File: config.mk
export PLATFORM = sky130hd
export DESIGN_NAME = arb_request_agent
export DESIGN_NICKNAME = d
export VERILOG_FILES = /design/src/rtl/arb_pkg.sv /design/src/rtl/arb_pend_cnt.sv /design/src/rtl/arb_request_agent.sv
export SDC_FILE = /design/constraint.sdc
export NUM_CORES = 1
export LEC_CHECK = 0
export BUFFER_PORTS_ARGS = -buffer_cell sky130_fd_sc_hd__buf_4
export CORE_UTILIZATION = 50
export CTS_BUF_LIST = sky130_fd_sc_hd__clkbuf_4 sky130_fd_sc_hd__clkbuf_8 sky130_fd_sc_hd__clkbuf_16
export CTS_CLUSTER_DIAMETER = 30
export CTS_CLUSTER_SIZE = 25
export DETAILED_ROUTE_END_ITERATION = 10
export HOLD_SLACK_MARGIN = 0.15
export PLACE_DENSITY_LB_ADDON = 0.2
export SLEW_MARGIN = 10
export SYNTH_ARGS = -nofsm -noshare
export SYNTH_HDL_FRONTEND = slang
export SYNTH_SLANG_ARGS = --single-unit
File: constraint.sdc
create_clock -name clk -period 6.2 [get_ports clk]
set_input_delay 0.31 -clock clk [delete_from_list [all_inputs] [get_ports clk]]
set_output_delay 0.31 -clock clk [all_outputs]
set_load 0.005 [all_outputs]
File: src/rtl/arb_pkg.sv
// Shared types and helpers for the arbiter request agent: state encoding
// and one-hot utilities used when checking and retiring grants.
`timescale 1ns/1ps
package arb_pkg;

    localparam int N_DEF = 8;

    typedef enum logic [1:0] {
        IDLE  = 2'd0,
        ISSUE = 2'd1,
        WAIT  = 2'd2
    } arb_agent_state_t;

    // Vectors are passed zero-extended to 32 bits so one helper serves any N up to 32.
    function automatic int onehot_to_idx(input logic [31:0] v);
        int idx;
        idx = 0;
        for (int i = 0; i < 32; i++) begin
            if (v[i]) idx = i;
        end
        return idx;
    endfunction

    function automatic logic is_onehot(input logic [31:0] v);
        return (v != 32'd0) && ((v & (v - 32'd1)) == 32'd0);
    endfunction

endpackage

File: src/rtl/arb_pend_cnt.sv
// One client's pending-transaction counter: saturating up/down with a
// single-cycle pulse when an increment hits the ceiling.
`timescale 1ns/1ps
module arb_pend_cnt #(
    parameter int CNT_W = 4
) (
    input  logic clk,
    input  logic reset,
    input  logic i_inc,
    input  logic i_dec,
    output logic o_nz,
    output logic o_ovf
);

    localparam logic [CNT_W-1:0] CNT_MAX = {CNT_W{1'b1}};

    logic [CNT_W-1:0] r_cnt;

    always_ff @(posedge clk) begin
        if (reset) begin
            r_cnt <= '0;
        end else if (i_inc && !i_dec) begin
            if (r_cnt != CNT_MAX) r_cnt <= r_cnt + 1'b1;
        end else if (i_dec && !i_inc) begin
            r_cnt <= r_cnt - 1'b1;
        end
    end

    assign o_nz  = (r_cnt != '0);
    assign o_ovf = i_inc && !i_dec && (r_cnt == CNT_MAX);

endmodule

File: src/rtl/arb_request_agent.sv
// Client-side front end of the priority arbiter: issues request snapshots,
// retires one pending transaction per accepted grant, flags protocol errors.
`timescale 1ns/1ps
module arb_request_agent
    import arb_pkg::*;
#(
    parameter int N       = N_DEF,
    parameter int CNT_W   = 4,
    parameter int TIMEOUT = 64
) (
    input  logic                 clk,
    input  logic                 reset,
    input  logic [N-1:0]         client_req,
    output logic [N-1:0]         request,
    input  logic [N-1:0]         grant,
    input  logic                 stall,
    output logic                 grant_valid,
    output logic [$clog2(N)-1:0] grant_id,
    output logic [N-1:0]         pending_nz,
    output logic                 overflow,
    output logic                 proto_err
);

    localparam int IDW = $clog2(N);
    localparam int TW  = (TIMEOUT > 1) ? $clog2(TIMEOUT) : 1;

    arb_agent_state_t r_state;
    logic [N-1:0]     r_request;
    logic [N-1:0]     r_snap;
    logic [TW-1:0]    r_timer;
    logic             r_grant_valid;
    logic [IDW-1:0]   r_grant_id;
    logic             r_overflow;
    logic             r_proto_err;

    logic [N-1:0]     w_nz;
    logic [N-1:0]     w_ovf;
    logic [N-1:0]     w_dec;
    logic [N-1:0]     w_snap_after;
    logic             w_grant_any;
    logic             w_grant_ok;

    // Only a one-hot grant that hits a still-outstanding snapshot bit is retired.
    assign w_grant_any  = (grant != '0);
    assign w_grant_ok   = (r_state == WAIT) && is_onehot(32'(grant)) && ((grant & r_snap) != '0);
    assign w_dec        = w_grant_ok ? grant : '0;
    assign w_snap_after = r_snap & ~w_dec;

    generate
        for (genvar gi = 0; gi < N; gi++) begin : g_cnt
            arb_pend_cnt #(.CNT_W(CNT_W)) u_cnt (
                .clk   (clk),
                .reset (reset),
                .i_inc (client_req[gi]),
                .i_dec (w_dec[gi]),
                .o_nz  (w_nz[gi]),
                .o_ovf (w_ovf[gi])
            );
        end
    endgenerate

    always_ff @(posedge clk) begin
        if (reset) begin
            r_state       <= IDLE;
            r_request     <= '0;
            r_snap        <= '0;
            r_timer       <= '0;
            r_grant_valid <= 1'b0;
            r_grant_id    <= '0;
            r_overflow    <= 1'b0;
            r_proto_err   <= 1'b0;
        end else begin
            r_grant_valid <= 1'b0;
            if (w_ovf != '0) r_overflow <= 1'b1;

            case (r_state)
                IDLE: begin
                    if (w_grant_any) r_proto_err <= 1'b1;
                    if (!stall && (w_nz != '0)) begin
                        r_snap    <= w_nz;
                        r_request <= w_nz;
                        r_timer   <= '0;
                        r_state   <= ISSUE;
                    end
                end
                ISSUE: begin
                    if (w_grant_any) r_proto_err <= 1'b1;
                    if (stall) begin
                        r_request <= '0;
                        r_state   <= WAIT;
                    end else if (r_timer == TW'(TIMEOUT - 1)) begin
                        // Arbiter never picked up the snapshot; abandon it.
                        r_request   <= '0;
                        r_snap      <= '0;
                        r_proto_err <= 1'b1;
                        r_state     <= IDLE;
                    end else begin
                        r_timer <= r_timer + 1'b1;
                    end
                end
                WAIT: begin
                    if (w_grant_any) begin
                        if (w_grant_ok) begin
                            r_grant_valid <= 1'b1;
                            r_grant_id    <= IDW'(onehot_to_idx(32'(grant)));
                        end else begin
                            r_proto_err <= 1'b1;
                        end
                    end
                    r_snap <= w_snap_after;
                    if (!stall) begin
                        if (w_snap_after != '0) r_proto_err <= 1'b1;
                        r_snap  <= '0;
                        r_state <= IDLE;
                    end
                end
                default: r_state <= IDLE;
            endcase
        end
    end

    assign request     = r_request;
    assign grant_valid = r_grant_valid;
    assign grant_id    = r_grant_id;
    assign pending_nz  = w_nz;
    assign overflow    = r_overflow;
    assign proto_err   = r_proto_err;

endmodule

==> impl_metrics.py <==
metrics = {
    "outcome": {
        "status": "completed",
    },
    "synth": {
        "synth_top_cell_by_area": "dfxtp_1",
        "synth.most_common_cell": "nor2_1",
        "syn_avg_cell_area_um2": 8.81,
        "synth_edf_count": 0,
        "yosys.area.top_type_share": 0.313,
        "synthesis.instances": 450,
        "synthDistinctLibCells": 63,
        "ys_ff_latch": 62,
        "async_flop_share": 0,
        "ys_top_cells_by_count": "nor2_1 (79), dfxtp_1 (62), ha_1 (21), inv_1 (21), nand2_1 (21)",
        "syn_area_mm2": 0.00396,
        "ys_seq_area_frac": 0.313,
        "yosysWarningCount": 0,
        "synthTopCellsByArea": "dfxtp_1 (31%), nor2_1 (7.5%), ha_1 (6.6%)",
        "ys.flop_type": "dfxtp_1",
        "syn_nets": 498,
    },
    "power_and_ir_drop": {
        "power_frac_comb": 0.261,
        "p_seq_frac": 0.406,
        "power_mw": 1.20,
        "power_density_mw_per_mm2": 268,
        "switching_share": 0.321,
        "leakagePower_nw": 1.88,
        "p_switching_uw": 387,
        "peakVddDrop_mv": 0.125,
        "p_int_uw": 817,
        "pwr-share-clk": 0.334,
    },
    "routing": {
        "routed_via_density": 5.78,
        "dr_total_vias": 3388,
        "ant_nets": 0,
        "drc": 0,
        "drt-wirelength-per-cell_um": 15.6,
        "wl_um": 9140,
        "drt_pre_antenna_iters": 4,
        "drt_iter0_markers": 207,
    },
    "critical_path": {
        "crit_required_ns": 6.42,
        "cp_max_fo": 16,
        "start_kind": "input pin",
        "slowest_stage": "or4_4",
        "crit_chain": "buf_4 -> or4_4 -> nor3_4 -> o211ai_1 -> buf_4 -> o31ai_2 -> ha_1 -> a21o_1 -> a21o_1 -> nor2_1 -> nand4_1 -> o21ai_1 -> xnor2_1 -> nor2_1",
        "worst_ep_arrival_time_ns": 3.31,
        "critical_path_class": "in -> reg",
        "critPathCaptureType": "register",
        "critPathMaxStageDelay_ns": 0.56,
    },
    "clock_network": {
        "cts_tree": "yes",
        "cts_htree_levels": 3,
        "clockBufferDepth": 2,
        "clk_pin_slew_worst_paths_ns": 0.07,
        "root_buffer": "clkbuf_8",
        "numCtsBuffers": 9,
        "clock_sinks": 62,
        "clk_latency_ns": 0.35,
        "post_cts_buffers": 0,
        "cts_hold_buf": 0,
        "cts-resized-gates": 0,
    },
    "floorplan": {
        "fp.dieH_um": 91.0,
        "core-area_mm2": 0.00769,
        "die_w_um": 91.0,
        "pin_count": 41,
        "rows": 32,
        "die_area_mm2": 0.00829,
        "start_util": 0.516,
    },
    "timing": {
        "slew_viol_final": 0,
        "tightest_slew_ns": 0.988,
        "setup_slack_ns": 3.10,
        "setup_violations": 0,
        "rsz0062_at_grt": "no",
        "fin_crit_ns": 3.10,
        "fin_worst_skew_ns": 0.00563,
        "hold_viol": 0,
        "whs_ns": 0.235,
        "fin_crit_sh": 0.499,
        "slew_headroom": 0.341,
        "setup_total_negative_slack_ns": 0,
        "fmax_mhz": 323,
    },
    "layout": {
        "multi_input_area_mm2": 0.00251,
        "seqCellArea_mm2": 0.00124,
        "drive_gt1_frac": 0.184,
        "antenna_cells": 0,
        "syn2layout_area_growth_pct": 13.3,
        "post-route-util": 0.584,
        "nFillCells": 706,
        "fin_nets": 527,
    },
    "global_routing": {
        "grt_max_degree": 60,
        "grt_pass1_wl_um": 15800,
        "antenna_found_initial": 0,
        "gr-total-overflow": 0,
        "grt_pass1_vias": 3191,
        "gr-usage-all-layers": 0.235,
    },
    "min_path": {
        "min_path_type": "in -> reg",
    },
    "place": {
        "place.gp.congestion": 0.922,
        "portBuffers": 40,
        "preCtsSetupSlack_ns": 2.78,
        "dp_hpwl_um": 6740,
    },
    "run": {
        "drv_cap": 0,
    },
}
## sequential cells by signal, summed over array words and instances, names as in the netlist
signal,cells
grant_id,3
g_cnt.u_cnt.r_cnt,32
grant_valid,1
request,8
proto_err,1
r_timer,6
overflow,1
r_state,2
r_snap,8
## cell families (layout without fill, tap and decap cells)
family                   after synthesis  in the layout  synth area share
AND/OR/NAND/NOR                      158            158             0.211
adder cells (fa/ha/maj)               29             29             0.107
flip-flops                            62             62             0.313
AO/OA/AOI/OAI                        109            109             0.205
multiplexers                          19             19            0.0489
buffers and inverters                 45             79            0.0533
XOR/XNOR                              28             28            0.0619
## metrics by stage
step | cells | area [µm²]
global route | 586 | 4490
finish | 586 | 4490
CTS | 586 | 4490
global placement | 570 | 4270
detailed placement | 570 | 4270
floorplan | 450 | 3960
## layout make-up
class                   count  area share
multi-input cells         343       0.559
flip-flops and latches     62       0.276
repair buffers             41      0.0685
well taps                 102      0.0284
clock buffers               9      0.0276
clock inverters             7      0.0217
inverters                  22      0.0184
## cell usage in the layout (no fill, tap or decap), types with 8 or more instances in the layout
cell / n
nand4_1: 12
a21oi_1: 12
o21ai_0: 10
clkbuf_8: 9
ha_1: 21
xor2_1: 12
buf_4: 41
dfxtp_1: 62
fa_1: 8
mux2i_1: 16
nand2_1: 21
xnor2_1: 16
a211oi_1: 8
nor2_1: 79
a21o_1: 13
a22oi_1: 19
nor3_1: 8
inv_1: 21
## metal layers
layer / vias to the layer above / global-route usage / wire, µm
met5: - / 0 / 0
met3: 12 / 0.0611 / 482
met2: 73 / 0.381 / 4220
met4: 0 / 0.0542 / 102
li1: 1687 / - / -
met1: 1616 / 0.313 / 4340
## path summary, 6_finish.rpt
check	from	to	slack, ns	cells after the start
worst min register to register	request[5]	request[5]	0.46	2
worst min-delay path	stall	proto_err	0.24	2
worst max-delay path	grant[2]	g_cnt[5].u_cnt.r_cnt[3]	3.10	14
worst max register to register	r_state[0]	g_cnt[4].u_cnt.r_cnt[3]	3.15	13
## critical path, delay by kind of cell
| family | cells | cell delay [ns] |
|---|---|---|
| fa+ha+maj | 1 | 0.33 |
| compound gates | 5 | 1.14 |
| buf+inv | 2 | 0.42 |
| xor+xnor | 1 | 0.14 |
| simple gates | 5 | 0.96 |
## power by group through the flow
stage               registers [mW]  clock network [mW]  logic [mW]
floorplan                    0.485                   0       0.240
global placement             0.493                   0       0.305
detailed placement           0.496                   0       0.313
CTS                          0.487               0.409       0.314
global route                 0.495               0.429       0.352
finish                       0.488               0.402       0.314
No activity file was read; power rests on OpenSTA's default activity.
